===== src/rtl/dram_cache_pkg.sv =====
// Shared definitions for the DRAM cache request path.
// The FIFO entry writer and the request decoder both use these field offsets.
package dram_cache_pkg;

    localparam int DEF_ADDR_WIDTH = 32;
    localparam int DEF_ID_WIDTH   = 32;

    // Entry layout: rw in bit 0, then the id, then the address. Upper bits are spare.
    localparam int RW_BIT   = 0;
    localparam int ID_LSB   = 1;
    localparam int ADDR_LSB = ID_LSB + DEF_ID_WIDTH;

    typedef struct packed {
        logic                      write;
        logic [DEF_ID_WIDTH-1:0]   id;
        logic [DEF_ADDR_WIDTH-1:0] addr;
    } req_t;

    typedef enum logic [1:0] {
        IDLE  = 2'd0,
        FETCH = 2'd1,
        LATCH = 2'd2,
        ISSUE = 2'd3
    } state_t;

    function automatic int addr_lsb(input int id_width);
        return ID_LSB + id_width;
    endfunction

endpackage


===== src/rtl/request_decoder_outstanding_counter.sv =====
// Saturating up/down count of issued-but-not-completed requests.
// A decrement at zero leaves the count alone and sets a sticky underflow flag.
module outstanding_counter #(
    parameter int MAX_COUNT   = 8,
    parameter int COUNT_WIDTH = $clog2(MAX_COUNT + 1)
) (
    input  logic                   clk,
    input  logic                   rst_n,
    input  logic                   i_inc,
    input  logic                   i_dec,
    output logic [COUNT_WIDTH-1:0] o_count,
    output logic                   o_underflow
);

    logic [COUNT_WIDTH-1:0] r_count;
    logic                   r_underflow;

    // Simultaneous increment and decrement cancel out.
    always_ff @(posedge clk or negedge rst_n) begin
        if (!rst_n) begin
            r_count     <= '0;
            r_underflow <= 1'b0;
        end else if (i_inc && !i_dec) begin
            if (r_count != COUNT_WIDTH'(MAX_COUNT)) begin
                r_count <= r_count + COUNT_WIDTH'(1);
            end
        end else if (i_dec && !i_inc) begin
            if (r_count == '0) begin
                r_underflow <= 1'b1;
            end else begin
                r_count <= r_count - COUNT_WIDTH'(1);
            end
        end
    end

    assign o_count     = r_count;
    assign o_underflow = r_underflow;

endmodule


===== src/rtl/request_decoder.sv =====
// Pops request entries from the AXI address FIFO, decodes them and hands them
// to the cache lookup stage, throttled by the number of in-flight requests.
module request_decoder
    import dram_cache_pkg::*;
#(
    parameter int ADDR_WIDTH      = 32,
    parameter int ID_WIDTH        = 32,
    parameter int INDEX_BIT_SIZE  = 4,
    parameter int FIFO_WIDTH      = 128,
    parameter int MAX_OUTSTANDING = 8
) (
    input  logic                                 clk,
    input  logic                                 rst_n,
    input  logic                                 fifo_empty,
    output logic                                 fifo_read_enable,
    input  logic [FIFO_WIDTH-1:0]                fifo_o,
    output logic                                 req_valid_o,
    input  logic                                 req_ready_i,
    output logic                                 req_write_o,
    output logic [ID_WIDTH-1:0]                  req_id_o,
    output logic [ADDR_WIDTH-1:0]                req_addr_o,
    output logic [INDEX_BIT_SIZE-1:0]            req_index_o,
    output logic [ADDR_WIDTH-INDEX_BIT_SIZE-1:0] req_tag_o,
    input  logic                                 done_i,
    output logic [$clog2(MAX_OUTSTANDING+1)-1:0] outstanding_o,
    output logic                                 busy_o,
    output logic                                 err_o
);

    localparam int CNT_W    = $clog2(MAX_OUTSTANDING + 1);
    localparam int A_LSB    = addr_lsb(ID_WIDTH);
    localparam int USED_TOP = A_LSB + ADDR_WIDTH;

    state_t                r_state;
    state_t                w_next_state;
    logic                  r_write;
    logic [ID_WIDTH-1:0]   r_id;
    logic [ADDR_WIDTH-1:0] r_addr;
    logic [CNT_W-1:0]      w_outstanding;
    logic                  w_accept;
    logic                  w_room_now;
    logic                  w_room_after_accept;

    assign w_accept            = req_valid_o && req_ready_i;
    assign w_room_now          = int'(w_outstanding) < MAX_OUTSTANDING;
    assign w_room_after_accept = (int'(w_outstanding) + 1) < MAX_OUTSTANDING;

    always_ff @(posedge clk or negedge rst_n) begin
        if (!rst_n) begin
            r_state <= IDLE;
        end else begin
            r_state <= w_next_state;
        end
    end

    // The back-to-back check in ISSUE counts the request being accepted this cycle.
    always_comb begin
        w_next_state     = r_state;
        fifo_read_enable = 1'b0;
        req_valid_o      = 1'b0;
        case (r_state)
            IDLE: begin
                if (!fifo_empty && w_room_now) begin
                    w_next_state = FETCH;
                end
            end
            FETCH: begin
                fifo_read_enable = 1'b1;
                w_next_state     = LATCH;
            end
            LATCH: begin
                w_next_state = ISSUE;
            end
            ISSUE: begin
                req_valid_o = 1'b1;
                if (req_ready_i) begin
                    if (!fifo_empty && w_room_after_accept) begin
                        w_next_state = FETCH;
                    end else begin
                        w_next_state = IDLE;
                    end
                end
            end
            default: w_next_state = IDLE;
        endcase
    end

    always_ff @(posedge clk or negedge rst_n) begin
        if (!rst_n) begin
            r_write <= 1'b0;
            r_id    <= '0;
            r_addr  <= '0;
        end else if (r_state == LATCH) begin
            r_write <= fifo_o[RW_BIT];
            r_id    <= fifo_o[ID_LSB +: ID_WIDTH];
            r_addr  <= fifo_o[A_LSB +: ADDR_WIDTH];
        end
    end

    generate
        if (FIFO_WIDTH > USED_TOP) begin : g_spare_bits
            logic w_unused_upper;
            assign w_unused_upper = ^fifo_o[FIFO_WIDTH-1:USED_TOP];
        end
    endgenerate

    outstanding_counter #(
        .MAX_COUNT   (MAX_OUTSTANDING),
        .COUNT_WIDTH (CNT_W)
    ) u_outstanding (
        .clk         (clk),
        .rst_n       (rst_n),
        .i_inc       (w_accept),
        .i_dec       (done_i),
        .o_count     (w_outstanding),
        .o_underflow (err_o)
    );

    assign req_write_o   = r_write;
    assign req_id_o      = r_id;
    assign req_addr_o    = r_addr;
    assign req_index_o   = r_addr[INDEX_BIT_SIZE-1:0];
    assign req_tag_o     = r_addr[ADDR_WIDTH-1:INDEX_BIT_SIZE];
    assign outstanding_o = w_outstanding;
    assign busy_o        = (r_state != IDLE);

endmodule


===== config.mk =====
export PLATFORM = sky130hd
export DESIGN_NAME = request_decoder
export DESIGN_NICKNAME = d
export VERILOG_FILES = /design/src/rtl/dram_cache_pkg.sv /design/src/rtl/request_decoder_outstanding_counter.sv /design/src/rtl/request_decoder.sv
export SDC_FILE = /design/constraint.sdc
export NUM_CORES = 1
export LEC_CHECK = 0
export BUFFER_PORTS_ARGS = -buffer_cell sky130_fd_sc_hd__buf_2
export CORE_AREA = 2 2 92 94
export CTS_CLUSTER_SIZE = 12
export DETAILED_ROUTE_END_ITERATION = 12
export DIE_AREA = 0 0 94 96
export PLACE_DENSITY = 0.76
export SLEW_MARGIN = 20
export SYNTH_ARGS = -nofsm -noshare
export SYNTH_HDL_FRONTEND = slang
export SYNTH_SLANG_ARGS = --single-unit

===== constraint.sdc =====
create_clock -name clk -period 5 [get_ports clk]
set_clock_uncertainty 0.2 [all_clocks]
set_input_delay 0.5 -clock clk [delete_from_list [all_inputs] [get_ports clk]]
set_output_delay 0.5 -clock clk [all_outputs]
set_load 0.005 [all_outputs]

==> metrics.md, run 1 <==
| Metric | Value |
|---|---|
| Status | `finished clean` |
| Slowest CP cell | `dfrtp_1` |
| Hold_ws | `23.3 ps` |
| GRT Overall Usage | `13.7%` |
| Post-route ant nets | `0` |
| Final worst-path cycle share | `50.9%` |
| Worst Tran Pin Value | `758 ps` |
| Setup WS pre-CTS | `2470 ps` |
| Worst path arrival time | `2560 ps` |
| Vias in the first global route | `2035` |
| Buffers on Ports | `174` |
| Global-route wire length before repair | `9540 um` |
| Core region area | `8050 sq um` |
| Nets | `514` |
| Final setup vio count | `0` |
| Setup TNS | `0 ps` |
| Crit-path max cell delay | `410 ps` |
| Register area share after synthesis | `56.4%` |
| Die extent in x | `94 um` |
| Placement Rows | `33` |
| Mapped Area | `3190 sq um` |
| Reg2Reg Depth | `8` |
| Clock transition at path regs | `80 ps` |
| PD cells | `691 nW/um^2` |
| Crit path depth | `8` |
| Post-synth EDFFs | `0` |
| Share of the synthesized area in the top cell type | `56.4%` |
| Htree depth | `3` |
| Worst-Skew Late Latency | `330 ps` |
| CP Max Fanout | `10` |
| Asr flop ratio synth | `100%` |
| Leak Pwr | `2.07 nW` |
| Initial core utilization | `39.6%` |
| RSZ-0062 raised after global routing | `false` |
| Mapped Cells | `226` |
| Peak supply drop | `0.306 mV` |
| Final WS setup | `2460 ps` |
| Required time worst endpoint | `5020 ps` |
| Mean Syn Cell Area | `14.1 sq um` |
| Slew HR | `49.5%` |
| Cell family with most CP delay | `adder cells` |
| # DRC | `0` |
| CTS root buf | `clkbuf_8` |
| Drt first pass iters | `4` |
| Total chip power | `2.88 mW` |
| CTS tree | `done` |
| Multi-input gate area | `1090 sq um` |
| Total die area | `9020 sq um` |
| Slew Limit Fails | `0` |
| Yosys reg bits | `72` |
| WS Path Type | `reg -> reg` |
| Netlist cell types | `30` |
| Initial antenna violation count | `0` |
| Avg Vias per Cell | `4.65` |
| WL/cell | `13.1 um` |
| Max clock buf depth | `2` |
| ANT cells | `0` |
| Largest net degree at the start of global routing | `41` |
| Period minus WS final | `2540 ps` |
| Setup bufs post-CTS | `0` |
| Synth area leader | `dfrtp_1` |
| Buf/Inv on CP | `1` |
| Reg area | `1800 sq um` |
| Worst min path class | `in -> async` |
| Final WL | `6350 um` |
| Largest cells by area after synthesis | `dfrtp_1, mux2_2, buf_4, ha_1, a21oi_1` |
| Num Clock Sinks | `72` |
| CP Capture Type | `register` |
| Grt ovf | `0` |
| Layout cell share with drive strength beyond 1 | `69.6%` |
| HPWL Detailed | `4830 um` |
| Setup crit start kind | `register` |
| Post-synth top flop | `dfrtp_1` |
| Hold-fix buffers, CTS | `0` |
| TritonCTS buffer count | `9` |
| Area growth syn-to-layout | `30.7%` |
| Cts repair resizes | `0` |
| Ys Warns | `0` |
| Filler instances | `750` |
| Iteration-0 DRC Markers | `17` |
| Maximum clock rate | `393 MHz` |
| Maxcap violations | `0` |
| Final hold violation count | `0` |
| Synthesized Nets | `367` |
| Io pins | `238` |
| Placer Congestion | `0.790` |
| Die height | `96 um` |
| Via count | `2244` |
| CP cell instances | `ha_1 > nand2_4 > nor2_1 > inv_1 > fa_1 > xor2_1 > o32a_1 > o221a_1` |
-- cell usage after synthesis, drive strengths merged (2+ instances only) --
library cell,n
dfrtp,72
mux2,66
buf,37
ha,7
inv,6
a21oi,5
nor2,5
clkbuf,3
nand2,3
o21ai,3
o221a,2
or3,2
-- report_power, final --
part | total (mW) | switching (mW) | internal, mW
registers | 1.09 | 0.200 | 0.890
clock network | 0.538 | 0.208 | 0.330
logic | 1.25 | 0.510 | 0.743
total | 2.88 | 0.918 | 1.96
-- cell families after synthesis --
kind of cell / share of synthesized area [%]
compound gates: 3.76
xor+xnor: 0.274
fa+ha+maj: 3.37
buf+inv: 9.37
flops: 56.4
mux: 24.3
simple gates: 2.47
-- final timing paths --
check,from,to,slack [ps]
max,r_state[1]$_DFFE_PN0P_,u_outstanding.o_count[2]$_DFFE_PN0P_,2460
min,rst_n,req_addr_o[7]$_DFFE_PN0N_,20
max reg2reg,r_state[1]$_DFFE_PN0P_,u_outstanding.o_count[2]$_DFFE_PN0P_,2460
min reg2reg,u_outstanding.o_underflow$_DFFE_PN0P_,u_outstanding.o_underflow$_DFFE_PN0P_,280
max in group asynchronous,rst_n,req_addr_o[0]$_DFFE_PN0N_,3600
min in group clk,fifo_o[25],req_id_o[24]$_DFFE_PN0N_,190
-- area by class of cell --
type / count / share of cell area (%)
Sequential cell: 72 / 43.2
Multi-Input combinational cell: 108 / 26.2
Timing Repair Buffer: 176 / 21.2
Tap cell: 105 / 3.15
Clock buffer: 10 / 3.06
Clock inverter: 6 / 2.58
Inverter: 6 / 0.540
-- flip-flops by register name (all words and copies together) (netlist names) --
name and count:
r_state 2, u_outstanding.o_underflow 1, req_addr_o 32, req_write_o 1, req_id_o 32, u_outstanding.o_count 4
-- per-layer routing --
layer	wire [um]	share of wire (%)	vias up	GRT usage, %
met1	2480	39	1076	15.5
met2	3270	51	107	24.3
met5	0	0	-	0
met4	63	0.99	0	5.43
li1	-	-	1054	-
met3	531	8.4	7	4.23
-- metrics by stage --
| step | utilization, % | area, sq um | std cells |
|---|---|---|---|
| floorplan | - | 3190 | 226 |
| global placement | 48.9 | 3940 | 467 |
| detailed placement | 48.9 | 3940 | 467 |
| CTS | 51.8 | 4170 | 483 |
| global route | 51.8 | 4170 | 483 |
| finish | 51.8 | 4170 | 483 |
-- cells in the final DEF (no fill, tap or decap), drive strengths merged --
| cell | instances |
|---|---|
| inv | 6 |
| mux2i | 1 |
| dfrtp | 72 |
| nand2 | 3 |
| clkbuf | 10 |
| nor4 | 1 |
| a21o | 1 |
| a31o | 1 |
| bufinv | 3 |
| ha | 7 |
| a311oi | 1 |
| buf | 176 |
| nand3 | 1 |
| nor2 | 5 |
| o221a | 2 |
| o22ai | 1 |
| mux4 | 1 |
| a2bb2oi | 1 |
| fa | 1 |
| mux2 | 66 |
| nor3 | 1 |
| a21oi | 5 |
| a211oi | 1 |
| clkinvlp | 1 |
| or3 | 2 |
| xor2 | 1 |
| o21ai | 3 |
| nor3b | 1 |
| o32a | 1 |
| clkinv | 2 |
Note: power is estimated with default switching activity, not from simulation.
==> inputs of run 2 (changes only) <==
--- a/config.mk
+++ b/config.mk
@@ -5,11 +5,11 @@
 export SDC_FILE = /design/constraint.sdc
 export NUM_CORES = 1
 export LEC_CHECK = 0
+export ABC_AREA = 1
 export BUFFER_PORTS_ARGS = -buffer_cell sky130_fd_sc_hd__buf_2
-export CORE_AREA = 2 2 92 94
+export CORE_UTILIZATION = 41
 export CTS_CLUSTER_SIZE = 12
 export DETAILED_ROUTE_END_ITERATION = 12
-export DIE_AREA = 0 0 94 96
 export PLACE_DENSITY = 0.76
 export SLEW_MARGIN = 20
 export SYNTH_ARGS = -nofsm -noshare
==> constraint.sdc (replaced) <==
create_clock -name clk -period 2.5 [get_ports clk]
set_clock_uncertainty 0.2 [all_clocks]
set_input_delay 0.25 -clock clk [delete_from_list [all_inputs] [get_ports clk]]
set_output_delay 0.25 -clock clk [all_outputs]
set_load 0.005 [all_outputs]
==> run 2 against run 1 <==
  * Cell area is 21% higher
  * Synthesized cell count is 6.2% higher
  * Global-route usage is 4.6 points higher
  * Utilization is 12 points higher
  * Maximum frequency is 23% higher
  * Die area is 4.4% lower
  * Count of clock-buffer cells in the layout is 1 lower
  * Largest power group unchanged
  * Largest cell class unchanged
  * Sequential cell count stayed put
  * Non-clock buffer count is 66 higher
==> metrics.md, run 2 <==
| Metric | Value |
|---|---|
| Status | `finished clean` |
| Initial antenna violation count | `0` |
| Commonest non-fill, non-tap cell in the layout | `buf_2` |
| Net Sw Frac | `31.6%` |
| Register area share after synthesis | `53.2%` |
| Largest net degree at the start of global routing | `73` |
| Post-synth top flop | `dfrtp_1` |
| Mapped Cells | `240` |
| Final hold violation count | `0` |
| ANT cells | `0` |
| Ys Warns | `0` |
| HPWL Detailed | `4720 um` |
| Most frequent cells in the layout | `buf_2, dfrtp_1, dlygate4sd3_1` |
| Drt first pass iters | `4` |
| Flop2flop setup slack | `430 ps` |
| Period minus WS final | `2070 ps` |
| Post-synth EDFFs | `0` |
| Grt ovf | `0` |
| Worst-Skew Late Latency | `330 ps` |
| Largest cells by area after synthesis | `dfrtp_1, mux2_4, buf_4, mux2_2, ha_1` |
| Mapped Area | `3390 sq um` |
| Max clock buf depth | `2` |
| Avg Vias per Cell | `4.46` |
| Share of the synthesized area in the top cell type | `53.2%` |
| CP Capture Type | `register` |
| Io pins | `238` |
| Post-route design area | `5030 sq um` |
| Leak Pwr | `2.60 nW` |
| Layout cell share with drive strength beyond 1 | `56.8%` |
| Netlist cell types | `20` |
| # DRC | `0` |
| Filler instances | `590` |
| Slew HR | `41.9%` |
| Maximum clock rate | `483 MHz` |
| Yosys reg bits | `72` |
| Required time worst endpoint | `2530 ps` |
| Initial core utilization | `43.2%` |
| TritonCTS buffer count | `9` |
| Synthesized Nets | `381` |
| Die extent in x | `92.9 um` |
| WS Path Type | `reg -> reg` |
| Htree depth | `3` |
| Num Clock Sinks | `72` |
| CTS root buf | `clkbuf_8` |
| Placer Congestion | `0.819` |
| Post-route ant nets | `0` |
| Asr flop ratio synth | `100%` |
| Peak supply drop | `0.664 mV` |
| PD cells | `1260 nW/um^2` |
| Vias in the first global route | `2632` |
| Placement Rows | `32` |
| Global-route wire length before repair | `12300 um` |
| Final WL | `7880 um` |
| CTS tree | `done` |
| WL/cell | `14.1 um` |
| Sequential power share | `34.6%` |
| Commonest cells in the synthesized netlist | `dfrtp_1, mux2_4, buf_4` |
| Combinational group share of total power | `47.0%` |
| Final WS setup | `428 ps` |
| Worst min path class | `in -> reg` |
| Final worst-path cycle share | `82.9%` |
| GRT Overall Usage | `18.4%` |
| P_sw | `2.01 mW` |
| CP Max Fanout | `5` |
| Area growth syn-to-layout | `48.6%` |
| Total chip power | `6.35 mW` |
| Via count | `2496` |
| RSZ-0062 raised after global routing | `false` |
| Worst path arrival time | `2100 ps` |
| Mean Syn Cell Area | `14.1 sq um` |
| Buffers on Ports | `174` |
| Final setup vio count | `0` |
| Nets | `595` |
| Setup bufs post-CTS | `0` |
| Iteration-0 DRC Markers | `40` |
| Clk pwr share | `18.4%` |
| Hold_ws | `29.1 ps` |
| Setup crit start kind | `register` |
| Slew Limit Fails | `0` |
| Total die area | `8630 sq um` |
| Worst Tran Pin Value | `871 ps` |
| Placed cell area | `4120 sq um` |
| Clock transition at path regs | `70 ps` |
| Pint | `4.35 mW` |
| Die height | `92.9 um` |
| Setup TNS | `0 ps` |
| Synth area leader | `dfrtp_1` |
| Setup WS pre-CTS | `411 ps` |
| Core region area | `7850 sq um` |
| Most common cell in the netlist | `dfrtp_1` |
| Maxcap violations | `0` |
[run 2: cell families (layout without fill, tap and decap cells)]
kind of cell,count (synthesis),count (layout),synth area share [%]
flops,72,72,53.2
buf+inv,51,269,10.6
fa+ha+maj,8,8,3.18
simple gates,37,37,4.69
xor+xnor,1,1,0.259
compound gates,6,6,0.960
mux,65,65,27.2
[run 2: final timing paths]
kind	startpoint	end	cells after the start
worst min-delay path	done_i	u_outstanding.o_underflow$_DFFE_PN0P_	3
min in group asynchronous	rst_n	req_addr_o[14]$_DFFE_PN0N_	2
worst max-delay path	r_state[0]$_DFFE_PN0P_	u_outstanding.o_count[3]$_DFFE_PN0P_	11
worst min register to register	u_outstanding.o_underflow$_DFFE_PN0P_	u_outstanding.o_underflow$_DFFE_PN0P_	1
worst max register to register	r_state[0]$_DFFE_PN0P_	u_outstanding.o_count[3]$_DFFE_PN0P_	11
max in group asynchronous	rst_n	req_id_o[28]$_DFFE_PN0N_	2
[run 2: repair_timing]
action                    in CTS  in global routing
gates resized for setup        0                  0
hold endpoints to repair     137                  0
hold buffers                  66                  0
[run 2: worst max-delay path, cell delays in order (launching register included)]
cell	delay (ps)
dfrtp_1	420
ha_1	260
nand3_1	200
ha_1	370
nand2_1	80
nand2_1	40
nor2_1	130
inv_1	60
nand2_1	60
nand2_1	40
nand2_1	50
nand2_1	50
[run 2: power groups by stage]
stage / clock [mW] / combinational [mW] / sequential [mW]
finish: 1.17 / 2.99 / 2.20
global route: 1.25 / 3.25 / 2.29
CTS: 1.20 / 3.00 / 2.19
detailed placement: 0 / 2.91 / 2.20
global placement: 0 / 2.84 / 2.17
floorplan: 0 / 2.10 / 2.23
[run 2: stage by stage]
stage          util [%]  std cells
6_report           64.1        560
3_5_place_dp       52.4        479
3_3_place_gp       52.4        479
2_1_floorplan         -        240
4_1_cts            64.1        560
5_1_grt            64.1        560
[run 2: cell type report]
type	instances	area (sq um)	share of cell area (%)
flip-flops and latches	72	1800	35.8
repair buffers	242	1560	31.0
multi-input cells	117	1240	24.6
clock inverters	6	133	2.64
well taps	102	128	2.54
clock buffers	9	124	2.46
inverters	12	45.0	0.895
[run 2: layer usage]
layer | GRT usage (%) | routed length [um] | vias up
met5 | 0 | 0 | -
met4 | 7.18 | 112 | 0
met3 | 5.34 | 536 | 13
met2 | 33.1 | 4070 | 113
met1 | 20.2 | 3170 | 1177
li1 | - | - | 1193
